[src/rtl/rx_fifo_arbiter.sv]
// Arbitrates the 0.9 GHz / 2.4 GHz RX FIFOs onto one byte stream, serializing words MSB-first.
// Define RX_ARB_HEADER_EN to prefix each word with a {7'b1010010, ch} header byte.
module rx_fifo_arbiter #(
  parameter int DATA_WIDTH = 32,
  parameter int BURST_LEN  = 4
) (
  input  logic                  i_sys_clk,
  input  logic                  i_rst_b,
  input  logic [1:0]            i_ch_en,
  input  logic                  i_fifo_09_empty,
  output logic                  o_fifo_09_pull,
  input  logic [DATA_WIDTH-1:0] i_fifo_09_data,
  input  logic                  i_fifo_24_empty,
  output logic                  o_fifo_24_pull,
  input  logic [DATA_WIDTH-1:0] i_fifo_24_data,
  output logic [7:0]            o_byte,
  output logic                  o_byte_valid,
  input  logic                  i_byte_ready,
  output logic                  o_byte_ch,
  output logic                  o_byte_last,
  output logic                  o_busy
);

  localparam int NBYTES = DATA_WIDTH / 8;
  localparam int IDX_W  = (NBYTES > 1) ? $clog2(NBYTES) : 1;
  localparam int BC_W   = $clog2(BURST_LEN + 1);
  localparam logic [IDX_W-1:0] LAST_IDX  = IDX_W'(NBYTES - 1);
  localparam logic [BC_W-1:0]  BURST_MAX = BC_W'(BURST_LEN);

`ifdef RX_ARB_HEADER_EN
  typedef enum logic [2:0] {IDLE, PULL, CAPTURE, HEADER, SHIFT} state_t;
`else
  typedef enum logic [1:0] {IDLE, PULL, CAPTURE, SHIFT} state_t;
`endif

  state_t                       state;
  logic                         cur_ch;
  logic [BC_W-1:0]              burst_cnt;
  logic [DATA_WIDTH-1:0]        shreg;
  logic [IDX_W-1:0]             byte_idx;
  logic [1:0]                   pull_q;
  logic                         byte_valid, byte_last, busy;
  logic                         hdr_q;

  logic [1:0]                   elig;
  logic [1:0][DATA_WIDTH-1:0]   fifo_data;
  logic                         cur_elig, oth_elig, stay, sw, grant, grant_ch, accept;
  logic [BC_W-1:0]              burst_inc;

  assign elig         = i_ch_en & ~{i_fifo_24_empty, i_fifo_09_empty};
  assign fifo_data[0] = i_fifo_09_data;
  assign fifo_data[1] = i_fifo_24_data;

  // Stay while under the burst cap, or past it when the other side has nothing to send.
  assign cur_elig  = elig[cur_ch];
  assign oth_elig  = elig[~cur_ch];
  assign stay      = cur_elig && ((burst_cnt < BURST_MAX) || !oth_elig);
  assign sw        = !stay && oth_elig;
  assign grant     = stay || sw;
  assign grant_ch  = stay ? cur_ch : ~cur_ch;
  assign burst_inc = (burst_cnt == BURST_MAX) ? BURST_MAX : burst_cnt + BC_W'(1);
  assign accept    = byte_valid && i_byte_ready;

  always_ff @(posedge i_sys_clk or negedge i_rst_b) begin
    if (!i_rst_b) begin
      state      <= IDLE;
      cur_ch     <= 1'b0;
      burst_cnt  <= '0;
      shreg      <= '0;
      byte_idx   <= '0;
      pull_q     <= '0;
      byte_valid <= 1'b0;
      byte_last  <= 1'b0;
      busy       <= 1'b0;
      hdr_q      <= 1'b0;
    end else begin
      pull_q <= '0;
      case (state)
        IDLE: if (grant) begin
          state     <= PULL;
          cur_ch    <= grant_ch;
          burst_cnt <= sw ? BC_W'(1) : burst_inc;
          pull_q    <= grant_ch ? 2'b10 : 2'b01;
          busy      <= 1'b1;
        end
        PULL: state <= CAPTURE;
        CAPTURE: begin
          shreg      <= fifo_data[cur_ch];
          byte_idx   <= '0;
          byte_valid <= 1'b1;
`ifdef RX_ARB_HEADER_EN
          state      <= HEADER;
          hdr_q      <= 1'b1;
          byte_last  <= 1'b0;
`else
          state      <= SHIFT;
          byte_last  <= (LAST_IDX == '0);
`endif
        end
`ifdef RX_ARB_HEADER_EN
        HEADER: if (accept) begin
          state     <= SHIFT;
          hdr_q     <= 1'b0;
          byte_last <= (LAST_IDX == '0);
        end
`endif
        SHIFT: if (accept) begin
          if (byte_idx == LAST_IDX) begin
            state      <= IDLE;
            byte_valid <= 1'b0;
            byte_last  <= 1'b0;
            busy       <= 1'b0;
          end else begin
            shreg     <= shreg << 8;
            byte_idx  <= byte_idx + IDX_W'(1);
            byte_last <= ((byte_idx + IDX_W'(1)) == LAST_IDX);
          end
        end
        default: begin
          state      <= IDLE;
          byte_valid <= 1'b0;
          byte_last  <= 1'b0;
          busy       <= 1'b0;
          hdr_q      <= 1'b0;
        end
      endcase
    end
  end

  assign o_fifo_09_pull = pull_q[0];
  assign o_fifo_24_pull = pull_q[1];
  assign o_byte         = hdr_q ? {7'b1010010, cur_ch} : shreg[DATA_WIDTH-1 -: 8];
  assign o_byte_valid   = byte_valid;
  assign o_byte_ch      = cur_ch;
  assign o_byte_last    = byte_last;
  assign o_busy         = busy;

endmodule

[config.mk]
export PLATFORM = sky130hd
export DESIGN_NAME = rx_fifo_arbiter
export DESIGN_NICKNAME = d
export VERILOG_FILES = /design/src/rtl/rx_fifo_arbiter.sv
export SDC_FILE = /design/constraint.sdc
export NUM_CORES = 1
export LEC_CHECK = 0
export ABC_AREA = 0
export CAP_MARGIN = 20
export CORE_ASPECT_RATIO = 0.75
export CORE_MARGIN = 8
export CORE_UTILIZATION = 29
export DETAILED_ROUTE_END_ITERATION = 12
export SYNTH_ARGS = -nofsm -noshare
export SYNTH_HDL_FRONTEND = slang
export SYNTH_SLANG_ARGS = --single-unit
[constraint.sdc]
create_clock -name i_sys_clk -period 2.1 [get_ports i_sys_clk]
set_input_delay 0.42 -clock i_sys_clk [delete_from_list [all_inputs] [get_ports i_sys_clk]]
set_output_delay 0.42 -clock i_sys_clk [all_outputs]
set_load 0.005 [all_outputs]
==> metrics.md, run 1 <==
| Metric | Value |
|---|---|
| Outcome | `finished, final reports clean` |
| CTS clk-pin slew, worst paths | `0.06 ns` |
| Initial DRC Count | `130` |
| Final worst-path cycle share | `83.0%` |
| Total power | `0.00457 W` |
| H-tree Lvls | `2` |
| Area of the mapped netlist | `2590 µm²` |
| Worst-Margin Slew | `approximately 0.63 ns` |
| Lkg Pwr | `1.56 nW` |
| Drt total wl | `6.35 mm` |
| Routability congestion estimate | `0.708` |
| Register-to-Register Path Depth | `5` |
| Crit-path max cell delay | `0.55 ns` |
| Post-synthesis sequential area ratio | `43.5%` |
| FF-to-FF End | `shreg[17]` |
| Final core utilization | `41.0%` |
| Initial antenna violation count | `0` |
| Yosys reg bits | `45` |
| Slew Viols, Final | `0` |
| Clock latency on the worst-skew pair | `0.28 ns` |
| Final Setup Violations | `0` |
| RSZ-0062 raised after global routing | `false` |
| Worst r2r src | `state[1]` |
| IO Port Bufs | `84` |
| Most frequent cells in the layout | `clkdlybuf4s50_1 (83), dfrtp_1 (44), nand2_1 (43)` |
| DR vias/cell | `4.59` |
| Io pins | `85` |
| Worst Hold Class | `in -> async` |
| Clk_skew | `roughly 0.0044 ns` |
| Crit Path Class | `reg -> out` |
| Initial Util | `29.2%` |
| Via count | `2142` |
| Family with the most delay on the worst path | `buffers and inverters` |
| Max Fclk | `0.574 GHz` |
| EDFF count, synth | `0` |
| Area Overhead vs Synth | `40.4%` |
| Die area | `12200 µm²` |
| Die width | `125 µm` |
| Die height | `97.8 µm` |
| First-pass GRT wire length | `10.8 mm` |
| Root Driver | `clkbuf_16` |
| TritonCTS clock tree | `done` |
| ANT nets after route | `0` |
| Avg Synthesized Cell Area | `9.12 µm²` |
| Worst path cell trace | `clkdlybuf4s50_1` |
| CTS resizes | `0` |
| Buf+Inv Stages, Crit Path | `1` |
| Crit path launch | `o_byte_ch` |
| First-pass detailed-route iteration total | `4` |
| Placed Cells incl. Taps | `459` |
| Cell area power density | `1260 nW/µm²` |
| GRT Total Usage | `10.6%` |
| R2R Setup Slk | `0.38 ns` |
| CP max stage cell | `clkdlybuf4s50_1` |
| Largest net degree at the start of global routing | `66` |
| Critical path fanouts, max | `9` |
| Ratio of cells with drive above 1 in the final layout | `6.20%` |
| Commonest non-fill, non-tap cell in the layout | `clkdlybuf4s50_1` |
| Crit path arrival time | `1.32 ns` |
| Cts-stage hold buffer count | `0` |
| N_diodes | `0` |
| Net Count, Synth | `363` |
| Critical Path RT | `1.68 ns` |
| Crit end category | `primary output` |
| Final Hold Viols | `0` |
| Post-CTS Setup Bufs | `0` |
| Synth unique cells | `32` |
| Grt ovf | `0` |
| Hpwl dp | `4.89 mm` |
| Finished Layout Cells | `around 470` |
| CTS sink cnt | `45` |
| Nets | `433` |
| DR WL/cell | `13.6 µm` |
| Vias in the first global route | `2184` |
| Setup TNS | `0 ns` |
| Max transition margin | `58.3%` |
| Maximum VDD drop | `0.000432 V` |
| Max-cap violations | `0` |
| Synthesis warning total | `0` |
| Num CTS Buffers | `5` |
| CTS Buffer Depth | `2` |
| Post-synth ARST share | `100%` |
| DRC viols | `0` |
| Top FF cell, synth | `dfrtp_1` |
| Core Region | `8860 µm²` |
| CP startpoint kind | `flop` |
| Cells after synthesis | `284` |
| Tmin final | `approximately 1.7 ns` |
| Cell Rows | `30` |
## layer usage
layer	GRT usage, %	vias to the layer above	wire length, µm
met1	13.9	967	3100
met5	0	-	0
li1	-	1119	-
met2	16.6	54	2910
met4	3.36	0	48
met3	2.56	2	286
## where the power goes
group	switching [W]	internal (W)	total (W)
clock	0.000304	0.000442	0.000745
sequential	0.000259	0.00127	0.00153
combinational	0.00122	0.00108	0.00230
total	0.00178	0.00280	0.00457
## worst max-delay path by stage
stage                endpoint  cells past startpoint  slack [ns]
finish              o_byte_ch                      1        0.36
detailed placement   state[1]                      5        0.18
CTS                 o_byte_ch                      1        0.34
global placement     state[1]                      5        0.21
global route         shreg[2]                      5        0.20
floorplan            shreg[5]                      7        0.58
## through the flow
step | area, µm² | worst slack, ns | hold slack (ns)
floorplan | 2590 | 0.581 | 0.124
global placement | 3500 | 0.206 | 0.459
detailed placement | 3500 | 0.184 | 0.466
CTS | 3640 | 0.340 | 0.177
global route | 3640 | 0.198 | 0.204
finish | 3640 | 0.357 | 0.158
## final cells by class
| cell class | instances | area (µm²) |
|---|---|---|
| fill | 903 | 5220 |
| multi-input combinational | 203 | 1260 |
| sequential | 45 | 1130 |
| timing repair buffer | 91 | 938 |
| tap | 112 | 140 |
| clock buffer | 7 | 133 |
| inverter | 8 | 30.0 |
| clock inverter | 1 | 7.51 |
## sequential cells by signal, indices dropped and copies added (netlist names)
| name | cells |
|---|---|
| byte_idx | 2 |
| o_byte_last | 1 |
| o_byte_ch | 1 |
| burst_cnt | 3 |
| shreg | 32 |
| o_busy | 1 |
| o_byte_valid | 1 |
| pull_q | 2 |
| state | 2 |
## cell families after synthesis
group                      share of synthesized area (%)
muxes                                               13.6
AOI/OAI and AO/OA                                   17.8
DFF                                                 43.5
adders and majority gates                           3.86
xor gates and xnor gates                           0.338
and+or+nand+nor                                     12.7
buffers and inverters                               8.26
## cells in the mapped netlist, drive strengths merged (2+ instances only)
cell / n / area [µm²]
a21oi: 31 / 155
a22oi: 2 / 15.0
buf: 20 / 154
clkbuf: 8 / 30.0
dfrtp: 45 / 1130
ha: 8 / 100
inv: 8 / 30.0
mux2i: 34 / 340
nand2: 43 / 161
nor2: 30 / 113
o21ai: 29 / 145
o31ai: 9 / 82.6
(Power assumes the default switching activity.)
==> run 2: changes to the inputs <==
- clock period: 2.1 -> 1.5 ns (I/O delays scaled with it)
==> run 2 against run 1 <==
The flow now finishes with violations (hold timing, setup timing). Register-to-register slack got worse by 0.41 ns. Sequential power rose by 39%. Critical path depth rose by 6. Combinational power increased by 98%. First-iteration DRC count grew 22%. Sequential share of layout area shrank 3.0 points. Routed wire length up 9.1%. Worst setup slack worse by 0.38 ns. Core utilization increased by 4.5 points. Cell area rose by 11%. Clock power up 41%.
==> metrics.md, run 2 (synthesis results as in run 1) <==
| Metric | Value |
|---|---|
| Final worst-path cycle share | `102%` |
| Die height | `97.8 µm` |
| Final core utilization | `between 40% and 50%` |
| Crit end category | `flop` |
| DR vias/cell | `4.66` |
| Routability congestion estimate | `0.738` |
| Initial antenna violation count | `0` |
| Failing checks | `hold timing, setup timing` |
| First-pass GRT wire length | `11.2 mm` |
| Area Overhead vs Synth | `55.7%` |
| Clk_skew | `roughly 0.0040 ns` |
| DR WL/cell | `about 14 µm` |
| Hpwl dp | `5.03 mm` |
| ANT nets after route | `0` |
| Core Region | `8860 µm²` |
| Worst Hold Class | `in -> async` |
| Final Hold Viols | `1` |
| Num CTS Buffers | `5` |
| Finished Layout Cells | `492` |
| Max-cap violations | `0` |
| Die width | `125 µm` |
| Via count | `2295` |
| Max transition margin | `78.3%` |
| Crit Path Class | `reg -> reg` |
| CTS Buffer Depth | `2` |
| IO Port Bufs | `84` |
| Family with the most delay on the worst path | `flip-flops` |
| Buf+Inv Stages, Crit Path | `2` |
| Final WS setup | `-0.0259 ns` |
| Worst path cell trace | `ha_2 -> nand4b_1 -> a21boi_4 -> buf_12 -> clkbuf_16 -> nand2_4 -> o31ai_4` |
| Nets | `approximately 460` |
| CTS sink cnt | `45` |
| DRC viols | `0` |
| Initial DRC Count | `159` |
| Ratio of cells with drive above 1 in the final layout | `a little under a fifth` |
| First-pass detailed-route iteration total | `4` |
| Final Setup Violations | `4` |
| Initial Util | `29.2%` |
| Top flop regs | `shreg (32), burst_cnt (3)` |
| Lkg Pwr | `1.81 nW` |
| Setup WS pre-CTS | `-0.308 ns` |
| Crit path arrival time | `~1.7 ns` |
| Clock latency on the worst-skew pair | `0.28 ns` |
| Max Fclk | `0.655 GHz` |
| Vias in the first global route | `2369` |
| Crit-path max cell delay | `0.38 ns` |
| Critical path fanouts, max | `8` |
| Io pins | `85` |
| Grt ovf | `0` |
| TritonCTS clock tree | `done` |
| Commonest non-fill, non-tap cell in the layout | `clkdlybuf4s50_1` |
| Critical Path RT | `1.65 ns` |
| Tmin final | `1.53 ns` |
| Hold slack | `-0.000163 ns` |
| Root Driver | `clkbuf_16` |
| Largest net degree at the start of global routing | `46` |
| H-tree Lvls | `2` |
| Slew Viols, Final | `0` |
| CP startpoint kind | `flop` |
| Cell Rows | `30` |
| Maximum VDD drop | `0.000500 V` |
| Worst-Margin Slew | `0.317 ns` |
| CP max stage cell | `dfrtp_1` |
| Area after DPL | `3600 µm²` |
| Placed Cells incl. Taps | `473` |
| Cell area power density | `1920 nW/µm²` |
| Max reg flops | `32` |
| RSZ-0062 raised after global routing | `true` |
| Outcome | `finished with violations` |
| Most frequent cells in the layout | `clkdlybuf4s50_1 (77), dfrtp_1 (44), nand2_1 (34), mux2i_1 (34), nor2_1 (30)` |
| Largest Register | `shreg` |
| CTS clk-pin slew, worst paths | `0.06 ns` |
| Final Cell Area | `4030 µm²` |
| GRT Total Usage | `11.0%` |
| Drt total wl | `~6.9 mm` |
| N_diodes | `0` |
| Die area | `12200 µm²` |
run 2: changes by cell type in the layout (fill, tap and decap cells not counted), moves of 5 or more:
cell,delta
nand2_2,+6
nand2_1,-9
o21ai_1,+12
o21ai_2,+5
dlymetal6s2s_1,+5
buf_4,+18
o21ai_0,-17
clkdlybuf4s50_1,-6
run 2: worst paths after layout:
check / startpoint / endpoint / slack, ns / cells past startpoint
hold reg to reg: shreg[0] / shreg[0] / 0.48 / 2
setup reg to reg: byte_idx[1] / shreg[4] / -0.03 / 7
max in group asynchronous: i_rst_b / o_byte_ch / 1.28 / 2
min in group i_sys_clk: i_fifo_09_empty / pull_q[1] / 0.35 / 2
setup / recovery: byte_idx[1] / shreg[4] / -0.03 / 7
hold / removal: i_rst_b / o_byte_valid / -0.0002 / 2
run 2: layout make-up:
| class | instances | area [µm²] |
|---|---|---|
| clock buffers | 7 | 133 |
| clock inverters | 1 | 7.51 |
| fillers | 864 | 4830 |
| inverters | 8 | 30.0 |
| multi-input cells | 203 | 1370 |
| flip-flops and latches | 45 | 1130 |
| well taps | 112 | 140 |
| repair buffers | 116 | 1220 |
run 2: timing repair:
action,CTS,global route
setup buffers,3,4
hold buffers,0,0
gates resized for setup,2,53
endpoints found under the setup margin,4,38
pin swaps,0,8
cloned,0,4
run 2: metal layers:
metal  GRT usage [%]  routed length (µm)  vias up
met4            3.08                  62        0
li1                -                   -     1158
met5               0                   0        -
met1            14.4                3390     1067
met2            17.2                3110       65
met3            2.99                 364        5
run 2: power by group:
part	switching, W	leakage, nW	internal (W)
registers	0.000354	0.563	0.00178
logic	0.00220	1.18	0.00236
clock network	0.000432	0.0641	0.000618
run 2: metrics by stage:
stage	total power (W)	TNS [ns]
after CTS	0.00682	0
after global placement	0.00560	-4.81
final	0.00773	-0.0591
after floorplan	0.00455	0
after global routing	0.00839	-1.79
after detailed placement	0.00569	-5.19
==> run 3: changes to the inputs <==
- CAP_MARGIN: 20 -> unset
- SLEW_MARGIN: unset -> 0
==> results of run 3 <==
The final DEF is identical to that of run 2; final timing and power are the same.
